File: src/rtl/led_cube_pkg.sv
// Shared types and constants for the LED cube frame receiver and scanner.
// Latency: none (declarations only).
// Backpressure: not applicable.
package led_cube_pkg;

  // Receiver states: wait for sync, collect data bytes, hold a full frame until the scan wraps.
  typedef enum logic [1:0] {
    IDLE = 2'd0,
    LOAD = 2'd1,
    PEND = 2'd2
  } rx_state_t;

  localparam logic [7:0] SYNC_BYTE = 8'hA5;

  // Bytes needed to carry one bit per voxel, LSB first.
  function automatic int frame_bytes(input int n);
    return (n * n * n + 7) / 8;
  endfunction

endpackage

File: src/rtl/led_cube_frame_rx.sv
// Frame receiver: sync byte, then one data byte per 8 voxels into a back buffer.
// Latency: last data byte accepted at t puts the frame in PEND at t+1.
// Backpressure: s_ready_o low only while a complete frame waits for swap_ack_i.
module led_cube_frame_rx
  import led_cube_pkg::*;
#(
  parameter int CUBE_N         = 4,
  parameter int TIMEOUT_CYCLES = 100000,
  localparam int FRAME_BYTES   = frame_bytes(CUBE_N)
) (
  input  logic                     clk_i,
  input  logic                     rst_ni,
  input  logic [7:0]               s_data_i,
  input  logic                     s_valid_i,
  output logic                     s_ready_o,
  input  logic                     swap_ack_i,
  output logic                     frame_ready_o,
  output logic                     rx_err_o,
  output logic [8*FRAME_BYTES-1:0] back_o
);

  localparam int IDX_W = (FRAME_BYTES > 1) ? $clog2(FRAME_BYTES) : 1;
  localparam int GAP_W = $clog2(TIMEOUT_CYCLES + 1);

  rx_state_t                state_q, state_d;
  logic [IDX_W-1:0]         idx_q, idx_d;
  logic [GAP_W-1:0]         gap_q, gap_d;
  logic [8*FRAME_BYTES-1:0] back_q, back_d;
  logic                     ready_q, ready_d;
  logic                     err_q, err_d;
  logic                     accept;

  assign accept        = s_valid_i && ready_q;
  assign s_ready_o     = ready_q;
  assign frame_ready_o = (state_q == PEND);
  assign rx_err_o      = err_q;
  assign back_o        = back_q;

  // Next-state logic: byte collection, inter-byte timeout, and release on swap.
  always_comb begin
    state_d = state_q;
    idx_d   = idx_q;
    gap_d   = gap_q;
    back_d  = back_q;
    err_d   = 1'b0;
    case (state_q)
      IDLE: begin
        gap_d = '0;
        if (accept && (s_data_i == SYNC_BYTE)) begin
          state_d = LOAD;
          idx_d   = '0;
        end
      end
      LOAD: begin
        if (accept) begin
          // 0xA5 here is ordinary voxel data; only IDLE treats it as sync.
          back_d[8*int'(idx_q) +: 8] = s_data_i;
          gap_d = '0;
          if (idx_q == IDX_W'(FRAME_BYTES - 1)) begin
            state_d = PEND;
          end else begin
            idx_d = idx_q + 1'b1;
          end
        end else if (gap_q == GAP_W'(TIMEOUT_CYCLES - 1)) begin
          // Stalled sender: abandon the partial frame, front buffer is untouched.
          state_d = IDLE;
          gap_d   = '0;
          err_d   = 1'b1;
        end else begin
          gap_d = gap_q + 1'b1;
        end
      end
      PEND: begin
        if (swap_ack_i) begin
          state_d = IDLE;
        end
      end
      default: begin
        state_d = IDLE;
      end
    endcase
    // Registered ready follows the state we are about to enter.
    ready_d = (state_d != PEND);
  end

  // State register; reset discards any partial frame and holds s_ready low.
  always_ff @(posedge clk_i) begin
    if (!rst_ni) begin
      state_q <= IDLE;
      idx_q   <= '0;
      gap_q   <= '0;
      back_q  <= '0;
      ready_q <= 1'b0;
      err_q   <= 1'b0;
    end else begin
      state_q <= state_d;
      idx_q   <= idx_d;
      gap_q   <= gap_d;
      back_q  <= back_d;
      ready_q <= ready_d;
      err_q   <= err_d;
    end
  end

endmodule

File: src/rtl/led_cube_frame_scanner.sv
// Cube scanner: double-buffered voxel frame, layer multiplexing with blanking and PWM brightness.
// Latency: col/layer one cycle behind the scan counters; frame swap at the next full-scan wrap.
// Backpressure: s_ready drops while a received frame waits for the wrap, else always ready.
module led_cube_frame_scanner
  import led_cube_pkg::*;
#(
  parameter int CUBE_N         = 4,
  parameter int LAYER_CYCLES   = 1024,
  parameter int BLANK_CYCLES   = 32,
  parameter int PWM_BITS       = 8,
  parameter int TIMEOUT_CYCLES = 100000
) (
  input  logic                       clk_clk,
  input  logic                       reset_reset_n,
  input  logic [7:0]                 s_data,
  input  logic                       s_valid,
  output logic                       s_ready,
  input  logic [PWM_BITS-1:0]        brightness,
  output logic [CUBE_N*CUBE_N-1:0]   col,
  output logic [CUBE_N-1:0]          layer,
  output logic                       frame_done,
  output logic [15:0]                frame_count,
  output logic                       rx_err
);

  localparam int COLS        = CUBE_N * CUBE_N;
  localparam int VOXELS      = COLS * CUBE_N;
  localparam int FRAME_BYTES = frame_bytes(CUBE_N);
  localparam int SLOT_W      = (LAYER_CYCLES > 1) ? $clog2(LAYER_CYCLES) : 1;
  localparam int Z_W         = (CUBE_N > 1) ? $clog2(CUBE_N) : 1;

  logic [8*FRAME_BYTES-1:0] back;
  logic                     frame_ready;
  logic                     swap;

  logic [SLOT_W-1:0]   slot_q, slot_d;
  logic [Z_W-1:0]      z_q, z_d;
  logic [PWM_BITS-1:0] pwm_q, pwm_d;
  logic [VOXELS-1:0]   front_q, front_d;
  logic [COLS-1:0]     col_q, col_d;
  logic [CUBE_N-1:0]   layer_q, layer_d;
  logic                frame_done_q, frame_done_d;
  logic [15:0]         frame_count_q, frame_count_d;
  logic                slot_wrap;
  logic                scan_wrap;
  logic                drive_on;

  led_cube_frame_rx #(
    .CUBE_N         (CUBE_N),
    .TIMEOUT_CYCLES (TIMEOUT_CYCLES)
  ) u_rx (
    .clk_i         (clk_clk),
    .rst_ni        (reset_reset_n),
    .s_data_i      (s_data),
    .s_valid_i     (s_valid),
    .s_ready_o     (s_ready),
    .swap_ack_i    (swap),
    .frame_ready_o (frame_ready),
    .rx_err_o      (rx_err),
    .back_o        (back)
  );

  // Scan counters: slot within a layer, layer index, free-running PWM phase.
  always_comb begin
    slot_wrap = (slot_q == SLOT_W'(LAYER_CYCLES - 1));
    scan_wrap = slot_wrap && (z_q == Z_W'(CUBE_N - 1));
    slot_d    = slot_wrap ? '0 : slot_q + 1'b1;
    z_d       = z_q;
    if (slot_wrap) begin
      z_d = (z_q == Z_W'(CUBE_N - 1)) ? '0 : z_q + 1'b1;
    end
    pwm_d = pwm_q + 1'b1;
  end

  // Buffer swap only at the end of the last layer slot, so a frame never tears mid-scan.
  always_comb begin
    swap          = scan_wrap && frame_ready;
    front_d       = front_q;
    frame_done_d  = 1'b0;
    frame_count_d = frame_count_q;
    if (swap) begin
      front_d       = back[VOXELS-1:0];
      frame_done_d  = 1'b1;
      frame_count_d = frame_count_q + 16'd1;
    end
  end

  // Drive: dark during the blanking head of each slot and during the PWM off phase.
  always_comb begin
    drive_on = (slot_q >= SLOT_W'(BLANK_CYCLES)) && (pwm_q < brightness);
    col_d    = '0;
    layer_d  = '0;
    if (drive_on) begin
      layer_d[z_q] = 1'b1;
      col_d        = front_q[int'(z_q)*COLS +: COLS];
    end
  end

  // Scanner, front buffer and output registers; reset blanks the display.
  always_ff @(posedge clk_clk) begin
    if (!reset_reset_n) begin
      slot_q        <= '0;
      z_q           <= '0;
      pwm_q         <= '0;
      front_q       <= '0;
      col_q         <= '0;
      layer_q       <= '0;
      frame_done_q  <= 1'b0;
      frame_count_q <= '0;
    end else begin
      slot_q        <= slot_d;
      z_q           <= z_d;
      pwm_q         <= pwm_d;
      front_q       <= front_d;
      col_q         <= col_d;
      layer_q       <= layer_d;
      frame_done_q  <= frame_done_d;
      frame_count_q <= frame_count_d;
    end
  end

  assign col         = col_q;
  assign layer       = layer_q;
  assign frame_done  = frame_done_q;
  assign frame_count = frame_count_q;

endmodule
File: config.mk
export PLATFORM = sky130hd
export DESIGN_NAME = led_cube_frame_scanner
export DESIGN_NICKNAME = d
export VERILOG_FILES = /design/src/rtl/led_cube_pkg.sv /design/src/rtl/led_cube_frame_rx.sv /design/src/rtl/led_cube_frame_scanner.sv
export SDC_FILE = /design/constraint.sdc
export NUM_CORES = 1
export LEC_CHECK = 0
export CAP_MARGIN = 30
export CORE_MARGIN = 1.5
export CORE_UTILIZATION = 43
export CTS_BUF_LIST = sky130_fd_sc_hd__clkbuf_16
export CTS_CLUSTER_SIZE = 10
export DETAILED_ROUTE_END_ITERATION = 10
export GPL_TIMING_DRIVEN = 0
export PLACE_DENSITY = 0.61
export REMOVE_ABC_BUFFERS = 1
export SYNTH_ARGS = -nofsm -noshare
export SYNTH_HDL_FRONTEND = slang
export SYNTH_HIERARCHICAL = 1
export SYNTH_SLANG_ARGS = --single-unit
File: constraint.sdc
create_clock -name clk_clk -period 3.87 [get_ports clk_clk]
set_clock_uncertainty 0.05 [all_clocks]
set_input_delay 0.5805 -clock clk_clk [delete_from_list [all_inputs] [get_ports clk_clk]]
set_output_delay 0.5805 -clock clk_clk [all_outputs]
set_load 0.02 [all_outputs]
==> metrics, run 1 <==
TritonCTS clock tree yes; worst-path fanout max 25; Crit path depth 5; sequential area share after synthesis 47.17%; Yosys top cell area share 47.17%; Slew Viols, Final 0; final hold violation count 0; antenna-violating nets left 0; top post-synthesis cells by area dfxtp_1, nand2_1, a21oi_1, mux4_2, nand3_1; Area Overhead vs Synth 17.70%; via count 7172; TritonCTS Buffers 25; R2R depth 5; Tcrit/Tclk final 80.89%; share of cells above drive strength 1 7.276%; count of hold-fix buffers inserted at cts 0; Synth area leader dfxtp_1; number of flops mapped to enable cells by yosys 0; multi-input logic area 0.004378 mm2; die height 146.6 um; CP delay by family, top simple AND/OR/NAND/NOR gates; total wire length 20740 um; Post-synth ARST share 0%; placed instance area 0.009788 mm2; initial antenna violation count 0; I/O Pins 58; worst path required time 4.26 ns; max frequency 0.3194 GHz; Yosys reg bits 209; worst hold path class flip-flop to flip-flop; CTS H-Tree Depth 1; Routed wire per std cell 15.45 um; cells after synthesis 1027; Crit Path Class flip-flop to flip-flop; largest net degree at the start of global routing 74; Most used DFF post-synth dfxtp_1; Post-CTS Resized 0; detailed placement HPWL 13570 um; Fin Setup TNS 0 ns; die width 146.6 um; GRT Util Overall 19.59%; pre-CTS WS 0.6789 ns; clk sinks 209; sequence of cells on the critical path ha_1 > nand2_1 > or4_2 > or4_1 > a21oi_1; RSZ-0062 raised after global routing no; number of global-route vias before repair 6886; Setup WS post-layout 0.7396 ns; root buf cell clkbuf_16; Critical Path Start Type flip-flop; Ant. Diodes 0; status finished clean; post-CTS setup buffer count 0; CP arrival 3.52 ns; # setup viols final 0; Crit. End Element flip-flop; clk_lat worst skew 0.50 ns; FILL cells 1933; 1st-iter DRT viols 446; CP bufs+invs 0; slew margin rel. 43.04%; CTS Buffer Depth 3; die area 0.02150 mm2; synth unique cells 56; Remaining Overflow, GRT 0; fin area 0.01044 mm2; Worst Max-Slew Pin Slew 0.8512 ns; Ys Warns 6; # nets final 1109; Power Density 404.9 mW/mm2; initial core utilization 43.84%; core box area 0.02023 mm2; CP max stage delay 0.96 ns; first-pass GRT wire length 34800 um; Hold Path Depth 2; register area 0.004185 mm2; clock period minus worst slack 3.130 ns; Max IR drop VDD 338.8 uV; Final Wtd Congestion 0.8197; row count 52; DR DRC count 0; drt first pass iters 5; max cap viols 0; port buffer count 57; clock-pin slew on the worst setup and hold paths 0.05 ns; CP max-delay cell or4_2; syn_area_per_cell 8.637 um2; mapped cell area 0.008870 mm2; Lkg Pwr 3.665 nW; Vias/cell 5.344
[path summary, 6_finish.rpt]
kind	slack, ns	startpoint	to
hold / removal	0.40	front_q[41]	front_q[41]
hold reg to reg	0.40	front_q[41]	front_q[41]
setup reg to reg	0.74	z_q[0]	frame_count[13]
setup / recovery	0.74	z_q[0]	frame_count[13]
[cell usage in the layout (no fill, tap or decap), types with 3 or more instances in the layout]
cell	count
ha_1	22
a21oi_1	104
a21boi_1	33
and3_1	11
xor2_1	12
nand2_1	239
inv_1	25
buf_8	3
nand3_1	62
nor2_1	35
xnor2_1	9
nand4b_1	4
nor4_1	5
and2_1	23
mux2i_1	19
clkdlybuf4s50_1	56
o21ai_0	12
buf_4	7
dfxtp_1	208
nand4_1	10
nand2b_1	4
nor2b_1	20
or3_1	16
nor3_1	8
buf_6	6
o21ai_1	19
or4_1	7
mux4_2	16
clkbuf_16	25
o31ai_1	5
[power breakdown]
group	switching [mW]	leakage, nW	internal, mW
logic	0.0679	1.65	0.0446
registers	0.00669	1.68	2.16
clock network	0.813	0.331	1.14
[registers in the layout, indices dropped and copies added (netlist names)]
name            flops
u_rx/back_o        64
front_q            64
u_rx/s_ready_o      1
frame_count        16
u_rx/idx_q          3
z_q                 2
u_rx/rx_err_o       1
frame_done          1
u_rx/state_q        2
slot_q             10
layer               4
col                16
u_rx/gap_q         17
pwm_q               8
[synth_stat cells (all sizes together), types with 9 or more instances]
cell / number
mux2i: 19
buf: 12
nand3: 62
xnor2: 9
and3: 11
nand4: 11
o21ai: 32
nor2: 36
nand2: 239
mux4: 16
nor2b: 20
a21boi: 33
dfxtp: 209
inv: 23
a21oi: 105
or3: 16
xor2: 12
ha: 22
and2: 23
clkbuf: 50
[layout make-up]
type	count	area share, %
Timing Repair Buffer	76	7.646
Sequential cell	209	40.09
Tap cell	270	3.236
Clock buffer	25	5.992
Inverter	23	0.8509
Clock inverter	6	0.2517
Multi-Input combinational cell	733	41.93
[routing by layer]
layer	global-route usage (%)	vias up	routed length, um
li1	-	3596	-
met1	27.88	3403	10070
met2	31.44	145	9396
met3	2.344	28	949
met4	5.152	0	321
met5	0	-	0
[metrics by stage]
stage / power (mW) / utilization (%) / hold WS [ns] / std cells
5_1_grt: 4.386 / 51.60 / 0.4115 / 1342
4_1_cts: 4.286 / 51.60 / 0.3996 / 1342
6_report: 4.227 / 51.60 / 0.3965 / 1342
3_3_place_gp: 2.316 / 47.10 / 0.3857 / 1292
2_1_floorplan: 2.252 / - / 0.3706 / 965
3_5_place_dp: 2.326 / 48.37 / 0.3927 / 1311
[worst register-to-register path, cell delays in order, from the launching register on]
cell	delay (ns)
dfxtp_2	0.84
ha_1	0.37
nand2_1	0.11
or4_2	0.96
or4_1	0.60
a21oi_1	0.14
[logic make-up after synthesis]
| group | synth area share (%) |
|---|---|
| AOI/OAI and AO/OA | 12.54 |
| xor gates and xnor gates | 2.074 |
| adders and majority gates | 3.103 |
| buffers and inverters | 3.767 |
| DFF | 47.17 |
| muxes | 6.334 |
| and+or+nand+nor | 25.01 |
No activity file was read; power rests on OpenSTA's default activity.
==> inputs of run 2 (changes only) <==
==> constraint.sdc (replaced) <==
create_clock -name clk_clk -period 2.9 [get_ports clk_clk]
set_clock_uncertainty 0.05 [all_clocks]
set_input_delay 0.435 -clock clk_clk [delete_from_list [all_inputs] [get_ports clk_clk]]
set_output_delay 0.435 -clock clk_clk [all_outputs]
set_load 0.02 [all_outputs]
==> run 2 against run 1 <==
  * Flip-flop and latch count is the same
  * Highest routed layer unchanged
  * Worst setup slack worse by 0.51 ns
  * Routed wire length up 0.49%
  * Non-clock buffer count did not move
  * Hold slack barely moved
  * Design area rose by 0.13%
  * Global-route usage is essentially flat
  * Critical endpoint is now u_rx/back_o[40]
  * Clock power grew 34%
  * Power grew 34%
  * Combinational power up 33%
  * Largest cell class unchanged
  * Count of clock-buffer cells in the layout stayed put
  * Via count grew 0.15%
==> metrics, run 2 (synthesized netlist as in run 1, its figures left out) <==
status finished clean; Final Wtd Congestion 0.8197; clock period minus worst slack 2.669 ns; most frequent cells in the layout nand2_1, dfxtp_1, a21oi_1, nand3_1, clkdlybuf4s50_1; max cap viols 0; die width 146.6 um; die area 0.02150 mm2; worst path required time 3.24 ns; # setup viols final 0; Lkg Pwr 3.667 nW; first-pass GRT wire length 34820 um; fin area 0.01045 mm2; die height 146.6 um; I/O Pins 58; detailed placement HPWL 13570 um; Tcrit/Tclk final 92.05%; row count 52; initial core utilization 43.84%; Crit. End Element flip-flop; Crit Path Class flip-flop to flip-flop; final hold violation count 0; Worst Max-Slew Pin Slew 0.8635 ns; Area Overhead vs Synth 17.86%; largest net degree at the start of global routing 74; Layout Cells excl Fill 1342; DR DRC count 0; max frequency 0.3746 GHz; root buf cell clkbuf_16; Power Density 540.3 mW/mm2; multi-input logic area 0.004388 mm2; port buffer count 57; drt first pass iters 4; CTS Buffer Depth 3; register area 0.004189 mm2; post-CTS setup buffer count 0; via count 7183; GRT Util Overall 19.59%; share of cells above drive strength 1 7.556%; number of global-route vias before repair 6889; clk sinks 209; placed instance area 0.009788 mm2; # nets final 1109; CTS H-Tree Depth 1; antenna-violating nets left 0; initial antenna violation count 0; pre-CTS WS -0.2815 ns; 1st-iter DRT viols 461; DP Cell Count 1311; Setup WS post-layout 0.2306 ns; Critical Path Start Type flip-flop; RSZ-0062 raised after global routing no; Remaining Overflow, GRT 0; worst hold path class flip-flop to flip-flop; core box area 0.02023 mm2; TritonCTS Buffers 25; Max IR drop VDD 453.9 uV; clock-pin slew on the worst setup and hold paths 0.05 ns; slew margin rel. 42.11%; Slew Viols, Final 0; CP arrival 3.01 ns; Routed wire per std cell 15.53 um; TritonCTS clock tree yes; hold_ws 0.3964 ns; clk_lat worst skew 0.50 ns; most common cell after layout, fill and taps aside nand2_1; FILL cells 1928; worst-path fanout max 16; count of hold-fix buffers inserted at cts 0; Fin Setup TNS 0 ns; Ant. Diodes 0; total wire length 20840 um; Vias/cell 5.352
-- run 2: cell counts in the layout (fill, tap and decap cells not counted) --
No cell type changed its count.
-- run 2: stage by stage --
stage	util (%)	power, mW
2_1_floorplan	-	3.005
3_3_place_gp	47.10	3.090
3_5_place_dp	48.37	3.104
4_1_cts	51.64	5.719
5_1_grt	51.66	5.852
6_report	51.66	5.648
-- run 2: worst paths after layout --
path	startpoint	endpoint	slack [ns]	cells past startpoint
min reg2reg	front_q[41]	front_q[41]	0.40	2
max reg2reg	u_rx/idx_q[0]	u_rx/back_o[40]	0.23	7
min	front_q[41]	front_q[41]	0.40	2
max	u_rx/idx_q[0]	u_rx/back_o[40]	0.23	7
-- run 2: timing repair --
item / CTS / global route
endpoints found under the hold margin: 0 / 0
setup endpoints to repair: 48 / 8
cloned: 0 / 0
gates resized for setup: 4 / 1
-- run 2: area by class of cell --
type	instances	share of cell area, %
Multi-Input combinational cell	733	41.97
Sequential cell	209	40.07
Clock inverter	6	0.2513
Clock buffer	25	5.984
Timing Repair Buffer	76	7.636
Inverter	23	0.8498
Tap cell	270	3.232
-- run 2: critical path, cell delays in order (launching register included) --
cell and delay [ns]:
dfxtp_1 0.55, inv_2 0.11, ha_1 0.22, ha_1 0.33, nand4bb_1 0.78, nand2_1 0.25
o21ai_1 0.09, and2_1 0.18
-- run 2: per-layer routing --
| layer | global-route usage, % | share of wire, % |
|---|---|---|
| met1 | 27.90 | 49 |
| met2 | 31.44 | 45 |
| met3 | 2.344 | 4.4 |
| met4 | 5.152 | 1.6 |
| met5 | 0 | 0 |
-- run 2: where the power goes --
group,internal (mW),switching [mW]
Clock,1.52,1.09
Sequential,2.88,0.00889
Combinational,0.0595,0.0909
==> RTL change 1, RTL diff (settings of run 1) <==
Change the parameter `PWM_BITS` from 8 to 12.
--- a/src/rtl/led_cube_frame_scanner.sv
+++ b/src/rtl/led_cube_frame_scanner.sv
@@ -9,3 +9,3 @@
   parameter int BLANK_CYCLES   = 32,
-  parameter int PWM_BITS       = 8,
+  parameter int PWM_BITS       = 12,
   parameter int TIMEOUT_CYCLES = 100000
Ports: changed (resized brightness); port bits go from 58 to 62. No check against the original RTL was run, so the function may have changed too.
==> RTL change 1 against run 1 <==
  * Synthesized area is 3.1% higher
  * Routed wire length up 0.50%
  * Worst setup slack lost 0.42 ns
  * Total power is 1.1% higher
  * Cell count increased by 1.9%
  * Cell area up 2.0%
  * Sequential cell count is 4 higher
==> RTL change 1: results (changes against run 1) <==
stage	metric	value	unit	change
status	outcome	finished clean		unchanged
placed_design	gpl congestion	0.799		was 0.820
worst_setup_path	Reg2Reg Capture Point	u_rx/s_ready_o		was frame_count[13]
worst_setup_path	Worst R2R Path Depth	9		was 5
yosys	XOR/XNOR share of the synthesized area	0.0230		was 0.0207
global_route	GR Layer Usage met2	0.309		was 0.314
global_route	vias in the first global route	6715		was 6886
global_route	met1 usage	0.267		was 0.279
yosys	Netlist cell types	58		was 56
placed_design	port buffer count	61		was 57
layout	layout cells sized above 1	0.0595		was 0.0728
yosys	Synth top cells by count	nand2_1, dfxtp_1, a21oi_1		unchanged
placed_design	Placed Cells incl. Taps	1337		was 1311
route	wire length on met2	9390	µm	was 9400 µm
global_route	M3 GR Usage	0.0245		was 0.0234
route	met1 wire length	10300	µm	was 10100 µm
worst_setup_path	CP max stage delay	0.86	ns	was 0.96 ns
worst_setup_path	Worst setup startpoint	u_rx/state_q[1]		was z_q[0]
yosys	Seq/Total Area, Yosys	0.466		was 0.472
pwr	Net Switching	896	µW	was 887 µW
route	final wirelength	20800	µm	was 20700 µm
hold_path	hold path endpoint	front_q[15]		was front_q[41]
route	via count	7273		was 7172
placed_design	dpl cell area	10000	µm²	was 9790 µm²
pwr	LEAKAGE	0.00371	µW	was 0.00366 µW
placed_design	HPWL after detailed placement	13400	µm	was 13600 µm
layout	fin nets	1138		was 1109
worst_setup_path	worst path arrival time	3.94	ns	was 3.52 ns
pwr	VDD IR-drop max	0.000276	V	was 0.000339 V
yosys	mux cell area share after synthesis	0.0604		was 0.0633
worst_setup_path	r2r setup slk	0.32	ns	was 0.74 ns
global_route	global-route wire length before repair	34400	µm	was 34800 µm
layout	fin cells	1367		was 1342
yosys	synthesized-area fraction occupied by adder cells	0.0356		was 0.0310
yosys	Synth Area per Inst	8.64	µm²	about the same
route	routed length on met3	802	µm	was 949 µm
yosys	largest cells by area after synthesis	dfxtp_1, nand2_1, a21oi_1, nand3_1, mux4_2		was dfxtp_1, nand2_1, a21oi_1, mux4_2, nand3_1
[RTL change 1: changes by cell type after synthesis, moves of 3 or more]
cell	run 1	this run
nand2_1	239	218
nand3_1	62	80
inv_1	21	28
nor2_1	35	42
buf_2	6	11
nand4_1	10	15
xnor2_1	9	14
and3_1	11	7
buf_1	5	1
dfxtp_1	209	213
ha_1	22	26
nor4_1	6	9
[RTL change 1: area by class of cell]
type	instances	area (µm²)	area share
Sequential cell	213	4270	0.400
Inverter	31	120	0.0113
Timing Repair Buffer	68	759	0.0713
Clock inverter	5	18.8	0.00176
Tap cell	275	344	0.0323
Multi-Input combinational cell	750	4520	0.424
Clock buffer	25	626	0.0587
[RTL change 1: critical path, delay by kind of cell, from the launching register on]
family / cells / cell delay [ns]
AO/OA/AOI/OAI: 1 / 0.22
buffers and inverters: 4 / 0.98
flip-flops: 1 / 0.51
AND/OR/NAND/NOR: 4 / 1.64
==> RTL change 2, RTL diff (settings of run 1) <==
Without the edit above. Re-encode `rx_state_t` (3 states) as one-hot, 3 bits wide.
--- a/src/rtl/led_cube_pkg.sv
+++ b/src/rtl/led_cube_pkg.sv
@@ -6,6 +6,6 @@
   // Receiver states: wait for sync, collect data bytes, hold a full frame until the scan wraps.
-  typedef enum logic [1:0] {
-    IDLE = 2'd0,
-    LOAD = 2'd1,
-    PEND = 2'd2
+  typedef enum logic [2:0] {
+    IDLE = 3'b001,
+    LOAD = 3'b010,
+    PEND = 3'b100
   } rx_state_t;
Function: no difference found for any inputs over 10 cycles, from zero or initial values and one cycle with reset_reset_n low; not proved beyond that.
==> RTL change 2 against run 1 <==
  * Combinational power rose by 4%
  * Worst setup slack got worse by 0.065 ns
  * Sequential cell count rose by 1
  * Die area rose by 1.0%
  * Synthesized area rose by 1.0%
  * Cell count fell by 0.45%
  * Count of clock-buffer cells in the layout did not move
  * Total power rose by 0.77%
  * Cell area rose by 0.80%
  * Sequential share of layout area fell by 0.13 points
  * Routed wire length rose by 2.9%
  * Critical path type unchanged
==> RTL change 2: results (changes against run 1) <==
stage	metric	value	unit	change
route	routed length per instance	16.0	µm	was 15.5 µm
worst_setup_path	Max FO, Critical Path	23		was 25
worst_setup_path	worst path arrival time	3.59	ns	was 3.52 ns
placed_design	HPWL after detailed placement	13600	µm	about the same
clock_tree	post-CTS resize count	0		unchanged
pwr	sw frac	0.214		was 0.210
global_route	global-route wire length before repair	35300	µm	was 34800 µm
yosys	ys flop type	dfxtp_1		unchanged
worst_setup_path	CP max stage delay	0.95	ns	
yosys	Seq/Total Area, Yosys	0.469		was 0.472
global_route	vias in the first global route	6876		was 6886
layout	fin nets	1103		was 1109
layout	ANT cells	0		unchanged
status	outcome	finished clean		unchanged
layout	layout cells sized above 1	0.0769		was 0.0728
clock_tree	Worst-Skew Late Latency	0.52	ns	was 0.50 ns
global_route	largest net degree at the start of global routing	82		was 74
placed_design	gpl congestion	0.810		was 0.820
yosys	Synth Area per Inst	8.79	µm²	was 8.64 µm²
placed_design	Placed Cells incl. Taps	1305		was 1311
clock_tree	clk buf depth	3		unchanged
yosys	Synth top cells by count	nand2_1, dfxtp_1, a21oi_1		unchanged
layout	fillers	1905		was 1933
route	Avg Vias per Cell	5.35		was 5.34
route	Initial DRT Pass Iterations	4		was 5
route	Initial DRC Count	297		was 446
sta	Worst slew margin	0.333		was 0.430
pwr	VDD IR-drop max	0.000278	V	was 0.000339 V
route	via count	7152		was 7172
global_route	total global-route track usage	0.198		was 0.196
yosys	largest cells by area after synthesis	dfxtp_1, nand2_1, mux2i_1, a21oi_1, mux4_2		was dfxtp_1, nand2_1, a21oi_1, mux4_2, nand3_1
pwr	LEAKAGE	0.00381	µW	was 0.00366 µW
yosys	Netlist cell types	52		was 56
## RTL change 2: cell types whose count changed after synthesis, sizes merged, moves of 13 or more
cell,change
nand2,+27
mux2i,+50
a21boi,-33
o21ai,-15
nor2b,-15
and2,-17
nand3,-31
nor2,+13
## RTL change 2: layout make-up
type / instances / share of cell area
sequential: 210 / 0.400
clock inverter: 6 / 0.00273
tap: 270 / 0.0321
clock buffer: 25 / 0.0594
inverter: 22 / 0.00808
timing repair buffer: 74 / 0.0743
multi-input combinational: 729 / 0.424
## RTL change 2: final timing paths
| path | from | endpoint | slack [ns] | depth (start not counted) |
|---|---|---|---|---|
| min | front_q[56] | front_q[56] | 0.40 | 2 |
| max | u_rx/state_q[2] | frame_count[13] | 0.67 | 5 |
| max reg2reg | u_rx/state_q[2] | frame_count[13] | 0.67 | 5 |
| min reg2reg | front_q[56] | front_q[56] | 0.40 | 2 |
## RTL change 2: stage by stage
step           power [µW]  setup WS [ns]  cell area (µm²)
2_1_floorplan        2260          -2.65             8720
3_3_place_gp         2330          -7.66             9630
3_5_place_dp         2340          0.674             9870
4_1_cts              4320          0.673            10500
5_1_grt              4420          0.541            10500
6_report             4260          0.674            10500
## RTL change 2: worst register-to-register path, delay by kind of cell, from the launching register on
kind	cells	cell delay [ns]
simple gates	4	2.52
flops	1	0.42
compound gates	1	0.15
## RTL change 2: per-layer routing
| layer | vias up | GRT usage | routed length, µm | share of wire |
|---|---|---|---|---|
| met5 | - | 0 | 0 | 0 |
| met4 | 0 | 0.0475 | 385 | 0.018 |
| met3 | 30 | 0.0286 | 749 | 0.035 |
| met2 | 132 | 0.328 | 9900 | 0.46 |
| met1 | 3395 | 0.273 | 10300 | 0.48 |
| li1 | 3595 | - | - | - |
## RTL change 2: power groups by stage
stage	clock network, µW	logic (µW)	registers (µW)
6_report	1970	118	2180
5_1_grt	2120	127	2170
4_1_cts	2020	118	2180
3_5_place_dp	0	118	2220
3_3_place_gp	0	105	2220
2_1_floorplan	0	41.0	2220
## RTL change 2: logic make-up (layout without fill, tap and decap cells)
kind of cell | after synthesis | after routing | synth area share
xor gates and xnor gates | 17 | 17 | 0.0166
buffers and inverters | 81 | 127 | 0.0356
DFF | 210 | 210 | 0.469
adders and majority gates | 22 | 22 | 0.0307
AOI/OAI and AO/OA | 149 | 149 | 0.0922
muxes | 85 | 85 | 0.117
and+or+nand+nor | 456 | 456 | 0.238
